**src/rtl/uart_word_tx_pkg.sv**
```systemverilog
// Shared constants for the frame word UART transmitter.
// The frame markers are also used by the upstream address/enable generator.
package uart_word_tx_pkg;

    localparam logic [1:0] ST_IDLE  = 2'd0;
    localparam logic [1:0] ST_START = 2'd1;
    localparam logic [1:0] ST_DATA  = 2'd2;
    localparam logic [1:0] ST_STOP  = 2'd3;

    localparam logic UART_IDLE = 1'b1;

    localparam logic [15:0] FRAME_HEADER  = 16'h5353;
    localparam logic [15:0] FRAME_TRAILER = 16'h4545;

    // Byte of a word that goes on the line for the first (second=0) or second slot.
    function automatic logic [7:0] select_byte(input logic [15:0] word,
                                               input logic        second,
                                               input logic        hi_first);
        return (second ^ hi_first) ? word[15:8] : word[7:0];
    endfunction

endpackage

```
**src/rtl/uart_word_tx_if.sv**
```systemverilog
// Word-strobe input and UART/status outputs of uart_word_tx.
// master = upstream generator side, slave = transmitter side.
interface uart_word_tx_if;

    logic [15:0] data_in;
    logic        tx_en;
    logic        txd;
    logic        busy;
    logic        fifo_full;
    logic        overflow;

    modport master (
        output data_in, tx_en,
        input  txd, busy, fifo_full, overflow
    );

    modport slave (
        input  data_in, tx_en,
        output txd, busy, fifo_full, overflow
    );

endinterface

```
**src/rtl/uart_word_tx_word_fifo.sv**
```systemverilog
// Small synchronous word FIFO with registered count/full/empty.
// A write into a full FIFO is accepted when a read happens in the same cycle.
module word_fifo #(
    parameter int WIDTH = 16,
    parameter int DEPTH = 4
) (
    input  logic                   clk,
    input  logic                   rst_n,
    input  logic                   wr_en,
    input  logic [WIDTH-1:0]       wr_data,
    input  logic                   rd_en,
    output logic [WIDTH-1:0]       rd_data,
    output logic [$clog2(DEPTH):0] count,
    output logic                   full,
    output logic                   empty
);

    localparam int PTR_W = $clog2(DEPTH);
    localparam int CNT_W = PTR_W + 1;

    logic [WIDTH-1:0] mem [DEPTH];
    logic [PTR_W-1:0] wr_ptr;
    logic [PTR_W-1:0] rd_ptr;
    logic             wr_ok;
    logic             rd_ok;
    logic [CNT_W-1:0] count_nxt;

    assign rd_ok     = rd_en && !empty;
    assign wr_ok     = wr_en && (!full || rd_ok);
    assign count_nxt = count + CNT_W'(wr_ok) - CNT_W'(rd_ok);
    assign rd_data   = mem[rd_ptr];

    // NOTE: storage is deliberately not reset; pointers and count alone define which entries are valid.
    always_ff @(posedge clk) begin
        if (wr_ok) mem[wr_ptr] <= wr_data;
    end

    // NOTE: non-blocking assignments make every register here see pre-edge values, independent of statement order.
    always_ff @(posedge clk) begin
        if (!rst_n) begin
            wr_ptr <= '0;
            rd_ptr <= '0;
            count  <= '0;
            full   <= 1'b0;
            empty  <= 1'b1;
        end else begin
            if (wr_ok) wr_ptr <= wr_ptr + 1'b1;
            if (rd_ok) rd_ptr <= rd_ptr + 1'b1;
            count <= count_nxt;
            full  <= (count_nxt == CNT_W'(DEPTH));
            empty <= (count_nxt == '0);
        end
    end

endmodule

```
**src/rtl/uart_word_tx.sv**
```systemverilog
// Buffers 16-bit frame words and serialises each as two back-to-back UART 8N1 bytes.
// Dropped words (write into a full FIFO with no pop) set a sticky overflow flag.
module uart_word_tx
    import uart_word_tx_pkg::*;
#(
    parameter int CLK_FREQ   = 50000000,
    parameter int BAUD       = 115200,
    parameter int FIFO_DEPTH = 4,
    parameter int HI_FIRST   = 1
) (
    input logic          clk,
    input logic          rst_n,
    uart_word_tx_if.slave bus
);

    localparam int CLKS_PER_BIT = CLK_FREQ / BAUD;
    localparam int BAUD_W       = $clog2(CLKS_PER_BIT);
    localparam int CNT_W        = $clog2(FIFO_DEPTH) + 1;
    localparam logic [BAUD_W-1:0] BAUD_LAST = BAUD_W'(CLKS_PER_BIT - 1);

    logic [1:0]        state;
    logic [1:0]        state_nxt;
    logic [BAUD_W-1:0] baud_cnt;
    logic [2:0]        bit_idx;
    logic [2:0]        bit_idx_nxt;
    logic              byte_sel;
    logic [15:0]       hold;
    logic              txd_q;
    logic              txd_nxt;
    logic              busy_q;
    logic              overflow_q;

    logic [15:0]       fifo_rd_data;
    logic [CNT_W-1:0]  fifo_count;
    logic [CNT_W-1:0]  count_nxt;
    logic              fifo_full;
    logic              fifo_empty;
    logic              pop;
    logic              wr_acc;
    logic              bit_end;
    logic [7:0]        cur_byte;

    assign pop       = (state == ST_IDLE) && !fifo_empty;
    assign wr_acc    = bus.tx_en && (!fifo_full || pop);
    assign count_nxt = fifo_count + CNT_W'(wr_acc) - CNT_W'(pop);
    assign bit_end   = (baud_cnt == BAUD_LAST);
    assign cur_byte  = select_byte(hold, byte_sel, HI_FIRST != 0);

    word_fifo #(
        .WIDTH(16),
        .DEPTH(FIFO_DEPTH)
    ) u_fifo (
        .clk    (clk),
        .rst_n  (rst_n),
        .wr_en  (bus.tx_en),
        .wr_data(bus.data_in),
        .rd_en  (pop),
        .rd_data(fifo_rd_data),
        .count  (fifo_count),
        .full   (fifo_full),
        .empty  (fifo_empty)
    );

    // NOTE: every always_comb output gets a default first so no path can infer a latch.
    always_comb begin
        state_nxt   = state;
        bit_idx_nxt = bit_idx;
        case (state)
            ST_IDLE:  if (!fifo_empty) state_nxt = ST_START;
            ST_START: if (bit_end) begin
                state_nxt   = ST_DATA;
                bit_idx_nxt = '0;
            end
            ST_DATA:  if (bit_end) begin
                if (bit_idx == 3'd7) state_nxt = ST_STOP;
                else                 bit_idx_nxt = bit_idx + 3'd1;
            end
            ST_STOP:  if (bit_end) state_nxt = byte_sel ? ST_IDLE : ST_START;
            default:  state_nxt = ST_IDLE;
        endcase
    end

    // Line level is registered from the next state so txd changes exactly on state/bit edges.
    always_comb begin
        txd_nxt = UART_IDLE;
        case (state_nxt)
            ST_START: txd_nxt = 1'b0;
            ST_DATA:  txd_nxt = cur_byte[bit_idx_nxt];
            default:  txd_nxt = UART_IDLE;
        endcase
    end

    always_ff @(posedge clk) begin
        if (!rst_n) begin
            state      <= ST_IDLE;
            baud_cnt   <= '0;
            bit_idx    <= '0;
            byte_sel   <= 1'b0;
            hold       <= '0;
            txd_q      <= UART_IDLE;
            busy_q     <= 1'b0;
            overflow_q <= 1'b0;
        end else begin
            state    <= state_nxt;
            bit_idx  <= bit_idx_nxt;
            txd_q    <= txd_nxt;
            busy_q   <= (state_nxt != ST_IDLE) || (count_nxt != '0);
            baud_cnt <= (state == ST_IDLE || bit_end) ? '0 : baud_cnt + 1'b1;
            if (pop) begin
                hold     <= fifo_rd_data;
                byte_sel <= 1'b0;
            end else if (state == ST_STOP && bit_end) begin
                byte_sel <= 1'b1;
            end
            if (bus.tx_en && fifo_full && !pop) overflow_q <= 1'b1;
        end
    end

    assign bus.txd       = txd_q;
    assign bus.busy      = busy_q;
    assign bus.fifo_full = fifo_full;
    assign bus.overflow  = overflow_q;

endmodule

```
**src/flat_wrapper.sv**
```systemverilog
// flat-port wrapper written by rule: the top's interface ports become plain ports
module uart_word_tx_flat import uart_word_tx_pkg::*;
#(
    parameter int CLK_FREQ   = 50000000,
    parameter int BAUD       = 115200,
    parameter int FIFO_DEPTH = 4,
    parameter int HI_FIRST   = 1
)
  (clk, rst_n, bus_data_in, bus_tx_en, bus_txd, bus_busy, bus_fifo_full, bus_overflow);
  uart_word_tx_if bus_i ();
  input logic clk;
  input logic rst_n;
  input wire logic [$bits(bus_i.data_in)-1:0] bus_data_in;
  input wire logic [$bits(bus_i.tx_en)-1:0] bus_tx_en;
  output wire logic [$bits(bus_i.txd)-1:0] bus_txd;
  output wire logic [$bits(bus_i.busy)-1:0] bus_busy;
  output wire logic [$bits(bus_i.fifo_full)-1:0] bus_fifo_full;
  output wire logic [$bits(bus_i.overflow)-1:0] bus_overflow;
  assign bus_i.data_in = bus_data_in;
  assign bus_i.tx_en = bus_tx_en;
  assign bus_txd = bus_i.txd;
  assign bus_busy = bus_i.busy;
  assign bus_fifo_full = bus_i.fifo_full;
  assign bus_overflow = bus_i.overflow;
  uart_word_tx #(.CLK_FREQ(CLK_FREQ), .BAUD(BAUD), .FIFO_DEPTH(FIFO_DEPTH), .HI_FIRST(HI_FIRST)) u_core (.clk(clk), .rst_n(rst_n), .bus(bus_i));
endmodule
```
**config.mk**
```make
export PLATFORM = sky130hd
export DESIGN_NAME = uart_word_tx_flat
export DESIGN_NICKNAME = d
export VERILOG_FILES = /design/src/rtl/uart_word_tx_pkg.sv /design/src/rtl/uart_word_tx_if.sv /design/src/rtl/uart_word_tx_word_fifo.sv /design/src/rtl/uart_word_tx.sv /design/src/flat_wrapper.sv
export SDC_FILE = /design/constraint.sdc
export NUM_CORES = 1
export LEC_CHECK = 0
export ABC_AREA = 1
export BUFFER_PORTS_ARGS = -buffer_cell sky130_fd_sc_hd__buf_2
export CORE_AREA = 2 2 97 170
export DETAILED_ROUTE_END_ITERATION = 12
export DIE_AREA = 0 0 99 172
export PLACE_DENSITY_LB_ADDON = 0.05
export SYNTH_ARGS = -nofsm -noshare
export SYNTH_HDL_FRONTEND = slang
export SYNTH_SLANG_ARGS = --single-unit
export TNS_END_PERCENT = 20
```
**constraint.sdc**
```tcl
create_clock -name clk -period 5.1 [get_ports clk]
set_input_delay 0.255 -clock clk [delete_from_list [all_inputs] [get_ports clk]]
set_output_delay 0.255 -clock clk [all_outputs]
set_load 0.01 [all_outputs]
```
==> qor.txt, run 1 <==
outcome: finished clean
overall die height: 172 um
maximum number of pins on one net before global-route repair: 35
post-synthesis instance area: 4616 um^2
launching instance or port of the critical path: u_core.state[0]$_SDFF_PN0_
Unique masters post-synth: 32
final period utilization: 67.27%
startpoint of the most critical hold path: bus_data_in[6]
all-layer global routing usage: 12.68%
Arrival @ worst endpoint: 3.69 ns
endpoint class of the critical path: flop
clock insertion delay at the later pin of the skew report: 0.35 ns
non-filler cells, final: 683
count of clock tree sinks: 107
post-placement cell count: 667
Initial Util: 29.50%
Via Count: 3146
most frequent cell on the critical path: inv_1
DRC: 0
startpoint of the most critical register-to-register path: u_core.state[0]$_SDFF_PN0_
count of endpoints failing setup in the final report: 0
Critical Path Slowest Stage Cell: inv_1
DRT antenna net count: 0
Max-cap violations: 0
final weighted congestion of routability-driven global placement: 0.7518
TritonCTS clock tree: done
clock skew after layout: 0.009989 ns
number of top-level pins: 23
number of antenna cells inserted: 0
level count of the clock H-tree: 3
Max Fclk: 291.5 MHz
commonest cells after routing, fill and taps aside: 84 x nor2_1, 64 x edfxtp_1, 55 x o21ai_0
postcts setup bufs: 0
total die area: 17030 um^2
CP cell instances: inv_1 > ha_1 > inv_1 > nor2_1 > buf_4 > inv_1 > nand2_1 > nand2_1 > ha_1 > inv_1 > ha_1 > fa_1 > or2_2 > o21ai_0
Final Hold Violating Endpoints: 0
worst setup path category: reg2reg
CP bufs+invs: 5
sequential fraction of the synthesis area: 60.29%
clock-pin slew of the registers on the worst-case setup and hold paths: 0.08 ns
sum of routed wire length over all layers: 10250 um
number of cells produced by synthesis: 466
EDFF count, synth: 64
Warnings, synthesis: 0
net total in the final layout: 525
Post-Route Hold Slack: 0.1200 ns
leakage power: 2.071 nW
total of cells resized after clock tree synthesis: 0
CTS root buffer: clkbuf_16
worst-case vdd ir drop: 171.8 uV
number of register bits inferred by synthesis: 107
tightest slew margin relative to the limit: 32.46%
Synth Net Count: 502
growth of design area from synthesis to finish: 13.36%
Async SR Flop Fraction: 0%
Critical Path Source Type: flop
fraction of layout cells with a size suffix above 1: 13.36%
RSZ-0062 raised after global routing: false
internal reg-to-reg setup slack: 1.67 ns
vias per cell: 4.606
transition time at the pin with the least slew margin: 1.012 ns
Power, Total: 2.492 mW
# hold bufs at CTS: 0
layout filler cell count: 1603
Post-Synthesis Mean Instance Area: 9.905 um^2
largest buffer count on any clock path: 2
grt ovf: 0
Detailed Routing Iterations Pass 1: 4
max-slew violations: 0
Num CTS Buffers: 9
1st-iter DRT viols: 75
CP Data Required Time: 5.36 ns
wire length of the first global-routing pass: 16370 um
initial antenna violation count: 0
Core ar.: 15650 um^2
average routed wire per standard cell: 15.00 um
total negative slack for setup checks: 0 ns
crit-path max cell delay: 0.49 ns
leading cell type in the layout, fill and taps excluded: nor2_1
site row count: 61
quantity of I/O buffers inserted on ports: 22
main flop type after synthesis: edfxtp_1
Chip Width: 99 um
power density cells: 476.2 nW/um^2
Tightest Hold Check Type: in2reg
cell family with the largest share of critical-path delay: adder cells
Crit Path Max Fanout: 24
Min Clock Period, post-route: 3.431 ns
HPWL after detailed placement: 6950 um
via count of the first global-routing pass: 3122
[per-layer routing]
metal / global-route usage [%] / share of wire [%] / wire length [um]
met5: 0 / 0 / 0
met2: 24.56 / 55 / 5631
met4: 4.348 / 0.91 / 93
met3: 2.344 / 2.0 / 200
met1: 13.52 / 42 / 4323
[sequential cells by signal (all words and copies together) (netlist names)]
register / cells
u_core.u_fifo.count: 3
u_core.byte_sel: 1
u_core.u_fifo.rd_ptr: 2
u_core.bus.txd: 1
u_core.bit_idx: 3
u_core.u_fifo.empty: 1
u_core.u_fifo.full: 1
u_core.baud_cnt: 9
u_core.bus.overflow: 1
u_core.u_fifo.wr_ptr: 2
u_core.bus.busy: 1
u_core.state: 2
u_core.hold: 16
u_core.u_fifo.mem: 64
[through the flow]
| stage | utilization (%) | area [um^2] | worst slack (ns) |
|---|---|---|---|
| finish | 33.44 | 5233 | 1.669 |
| global route | 33.44 | 5233 | 1.390 |
| CTS | 33.44 | 5233 | 1.623 |
| detailed placement | 31.61 | 4946 | 1.661 |
| global placement | 31.61 | 4946 | 1.719 |
| floorplan | - | 4616 | 2.413 |
[final cells by class]
type	count	area (um^2)	area share (%)
clock inverter	6	57.56	1.100
sequential	107	2783	53.18
multi-input combinational	282	1543	29.48
clock buffer	10	229.0	4.376
tap	189	236.5	4.519
timing repair buffer	28	155.1	2.965
inverter	61	229.0	4.376
[power breakdown]
group          internal [mW]  switching, mW  total [mW]
combinational          0.235          0.458       0.693
clock                  0.342          0.333       0.675
sequential              1.06         0.0674        1.12
total                   1.63          0.858        2.49
[logic make-up (layout without fill, tap and decap cells)]
kind of cell / Yosys count / count (layout) / synth area share, %
compound gates: 96 / 96 / 11.11
xor+xnor: 5 / 5 / 0.9489
fa+ha+maj: 17 / 17 / 4.934
buf+inv: 77 / 105 / 6.289
flops: 107 / 107 / 60.29
mux: 3 / 3 / 0.6506
simple gates: 161 / 161 / 15.78
[worst register-to-register path, stage by stage (launching register included)]
cell and delay [ns]:
dfxtp_1 0.43, inv_1 0.13, ha_1 0.21, inv_1 0.07, nor2_1 0.04, buf_4 0.18, inv_1 0.50, nand2_1 0.10
nand2_1 0.25, ha_1 0.28, inv_1 0.08, ha_1 0.16, fa_1 0.43, or2_2 0.30, o21ai_0 0.20
[final timing paths]
kind	endpoint	depth (start not counted)
max	u_core.u_fifo.empty$_SDFF_PN1_	14
min	u_core.u_fifo.mem[0][6]$_DFFE_PP_	1
max reg2reg	u_core.u_fifo.empty$_SDFF_PN1_	14
min reg2reg	u_core.baud_cnt[0]$_SDFF_PP0_	1
[cells in the mapped netlist (all sizes together), types with 2 or more instances]
| master | n | share of area [%] |
|---|---|---|
| xor2 | 2 | 0.38 |
| nor3 | 4 | 0.43 |
| dfxtp | 43 | 19 |
| nand4 | 8 | 1.2 |
| nor3b | 3 | 0.49 |
| nor2 | 88 | 7.8 |
| o22ai | 16 | 2.2 |
| nand3 | 13 | 1.6 |
| nand2 | 43 | 3.9 |
| a21oi | 13 | 1.4 |
| clkbuf | 15 | 1.2 |
| ha | 15 | 4.1 |
| o21ai | 63 | 6.9 |
| inv | 61 | 5.0 |
| xnor2 | 3 | 0.57 |
| mux2i | 3 | 0.65 |
| a31oi | 2 | 0.27 |
| fa | 2 | 0.87 |
| edfxtp | 64 | 42 |
Power figures use the tool's default switching activity.
==> run 2: changes to the inputs <==
Clock period 5.1 ns to 3.4 ns, I/O delays scaled along.
==> qor.txt, run 2 (synthesis results as in run 1) <==
number of flip-flops under the largest register name: 64 (unchanged)
transition time at the pin with the least slew margin: 1.027 ns (+0.01523 ns)
growth of design area from synthesis to finish: 13.58%
largest buffer count on any clock path: 2 (unchanged)
TritonCTS clock tree: done
Tightest Hold Check Type: in2reg
CTS root buffer: clkbuf_16
Core ar.: 15650 um^2 (unchanged)
average routed wire per standard cell: 14.98 um (-0.18%)
RSZ-0062 raised after global routing: false
total negative slack for setup checks: 0 ns (unchanged)
total of cells resized after clock tree synthesis: 0 (unchanged)
all-layer global routing usage: 12.65% (-0.036 points)
Chip Width: 99 um (unchanged)
largest reg by FF count: u_core.u_fifo.mem
clock skew after layout: 0.01467 ns (+0.004679 ns)
final weighted congestion of routability-driven global placement: 0.7343 (-2.3%)
Critical Path Source Type: flop
level count of the clock H-tree: 3 (unchanged)
final period utilization: 79.63% (+12 points)
Initial Util: 29.50% (unchanged)
HPWL after detailed placement: 6902 um (-0.68%)
vias per cell: 4.532 (-1.6%)
leading cell type in the layout, fill and taps excluded: nor2_1
commonest cells after routing, fill and taps aside: 84 x nor2_1, 64 x edfxtp_1, 55 x o21ai_0
Final Hold Violating Endpoints: 0 (unchanged)
number of antenna cells inserted: 0 (unchanged)
site row count: 61 (unchanged)
tightest slew margin relative to the limit: 31.44% (-1.0 points)
initial antenna violation count: 0 (unchanged)
worst setup path category: reg2reg
Post-Route Hold Slack: 0.03255 ns (-0.08749 ns)
Min Clock Period, post-route: 2.707 ns (-0.7235 ns)
Num CTS Buffers: 9 (unchanged)
DRT antenna net count: 0 (unchanged)
outcome: finished clean
endpoint class of the critical path: flop
clock-pin slew of the registers on the worst-case setup and hold paths: 0.08 ns (about the same)
DRC: 0 (unchanged)
clock insertion delay at the later pin of the skew report: 0.35 ns (about the same)
power density cells: 717.2 nW/um^2 (+51%)
Crit Path Max Fanout: 9 (-63%)
# hold bufs at CTS: 0 (unchanged)
leakage power: 2.076 nW (+0.27%)
max-slew violations: 0 (unchanged)
postcts setup bufs: 0 (unchanged)
sum of routed wire length over all layers: 10250 um (about the same)
worst-case vdd ir drop: 253.0 uV (+47%)
Via Count: 3100 (-1.5%)
Max Fclk: 369.4 MHz (+27%)
Arrival @ worst endpoint: 2.93 ns (-0.76 ns)
grt ovf: 0 (unchanged)
wire length of the first global-routing pass: 16310 um (-0.38%)
Max-cap violations: 0 (unchanged)
Detailed Routing Iterations Pass 1: 4 (unchanged)
count of endpoints failing setup in the final report: 0 (unchanged)
CP Data Required Time: 3.62 ns (-1.74 ns)
count of clock tree sinks: 107 (unchanged)
number of top-level pins: 23 (unchanged)
total die area: 17030 um^2 (unchanged)
net total in the final layout: 527 (+0.38%)
via count of the first global-routing pass: 3087 (-1.1%)
largest registers: u_core.u_fifo.mem x64, u_core.hold x16, u_core.baud_cnt x9
overall die height: 172 um (unchanged)
quantity of I/O buffers inserted on ports: 22 (unchanged)
fraction of layout cells with a size suffix above 1: 13.74% (+0.38 points)
maximum number of pins on one net before global-route repair: 34 (-2.9%)
1st-iter DRT viols: 108 (+44%)
run 2: final timing paths:
kind	startpoint	endpoint	slack, ns	cells after the start
worst min-delay path	bus_data_in[4]	u_core.u_fifo.mem[3][4]$_DFFE_PP_	0.03	1
worst max register to register	u_core.state[1]$_SDFF_PN0_	u_core.bus.busy$_SDFF_PN0_	0.69	15
worst min register to register	u_core.baud_cnt[0]$_SDFF_PP0_	u_core.baud_cnt[0]$_SDFF_PP0_	0.48	1
worst max-delay path	u_core.state[1]$_SDFF_PN0_	u_core.bus.busy$_SDFF_PN0_	0.69	15
run 2: worst max-delay path, stage by stage (launching register included):
cell	delay, ns
dfxtp_1	0.34
inv_1	0.14
ha_1	0.17
inv_1	0.05
nor2_1	0.13
inv_1	0.07
nand2_1	0.05
nand2_1	0.17
ha_1	0.34
inv_1	0.06
ha_1	0.22
fa_1	0.47
nor2_1	0.10
o21ai_0	0.07
a21oi_1	0.13
a31oi_1	0.09
run 2: layer usage:
layer,vias to the layer above,GRT usage (%),wire length (um)
met2,27,23.71,5504
met4,0,5.063,175
met1,1444,13.95,4383
met3,11,2.183,182
li1,1618,-,-
met5,-,0,0
run 2: area by class of cell:
class | instances | area [um^2]
clock buffers | 9 | 225.2
repair buffers | 30 | 170.2
flip-flops and latches | 107 | 2783
clock inverters | 6 | 56.30
multi-input cells | 282 | 1543
inverters | 61 | 229.0
well taps | 189 | 236.5
fillers | 1573 | 10400
run 2: stage by stage:
step	cell area, um^2	setup slack (ns)	total power, mW	std cells	utilization [%]
floorplan	4616	0.7128	2.442	466	-
detailed placement	4961	0.6719	2.808	669	31.71
finish	5243	0.6926	3.760	684	33.51
global placement	4961	0.7334	2.811	669	31.71
global route	5243	0.4275	4.042	684	33.51
CTS	5243	0.6622	3.837	684	33.51
run 2: power by group:
group	total [mW]	internal (mW)	switching, mW	leakage [nW]
registers	1.67	1.58	0.0835	0.940
clock network	1.02	0.511	0.505	0.136
logic	1.08	0.364	0.712	1.00
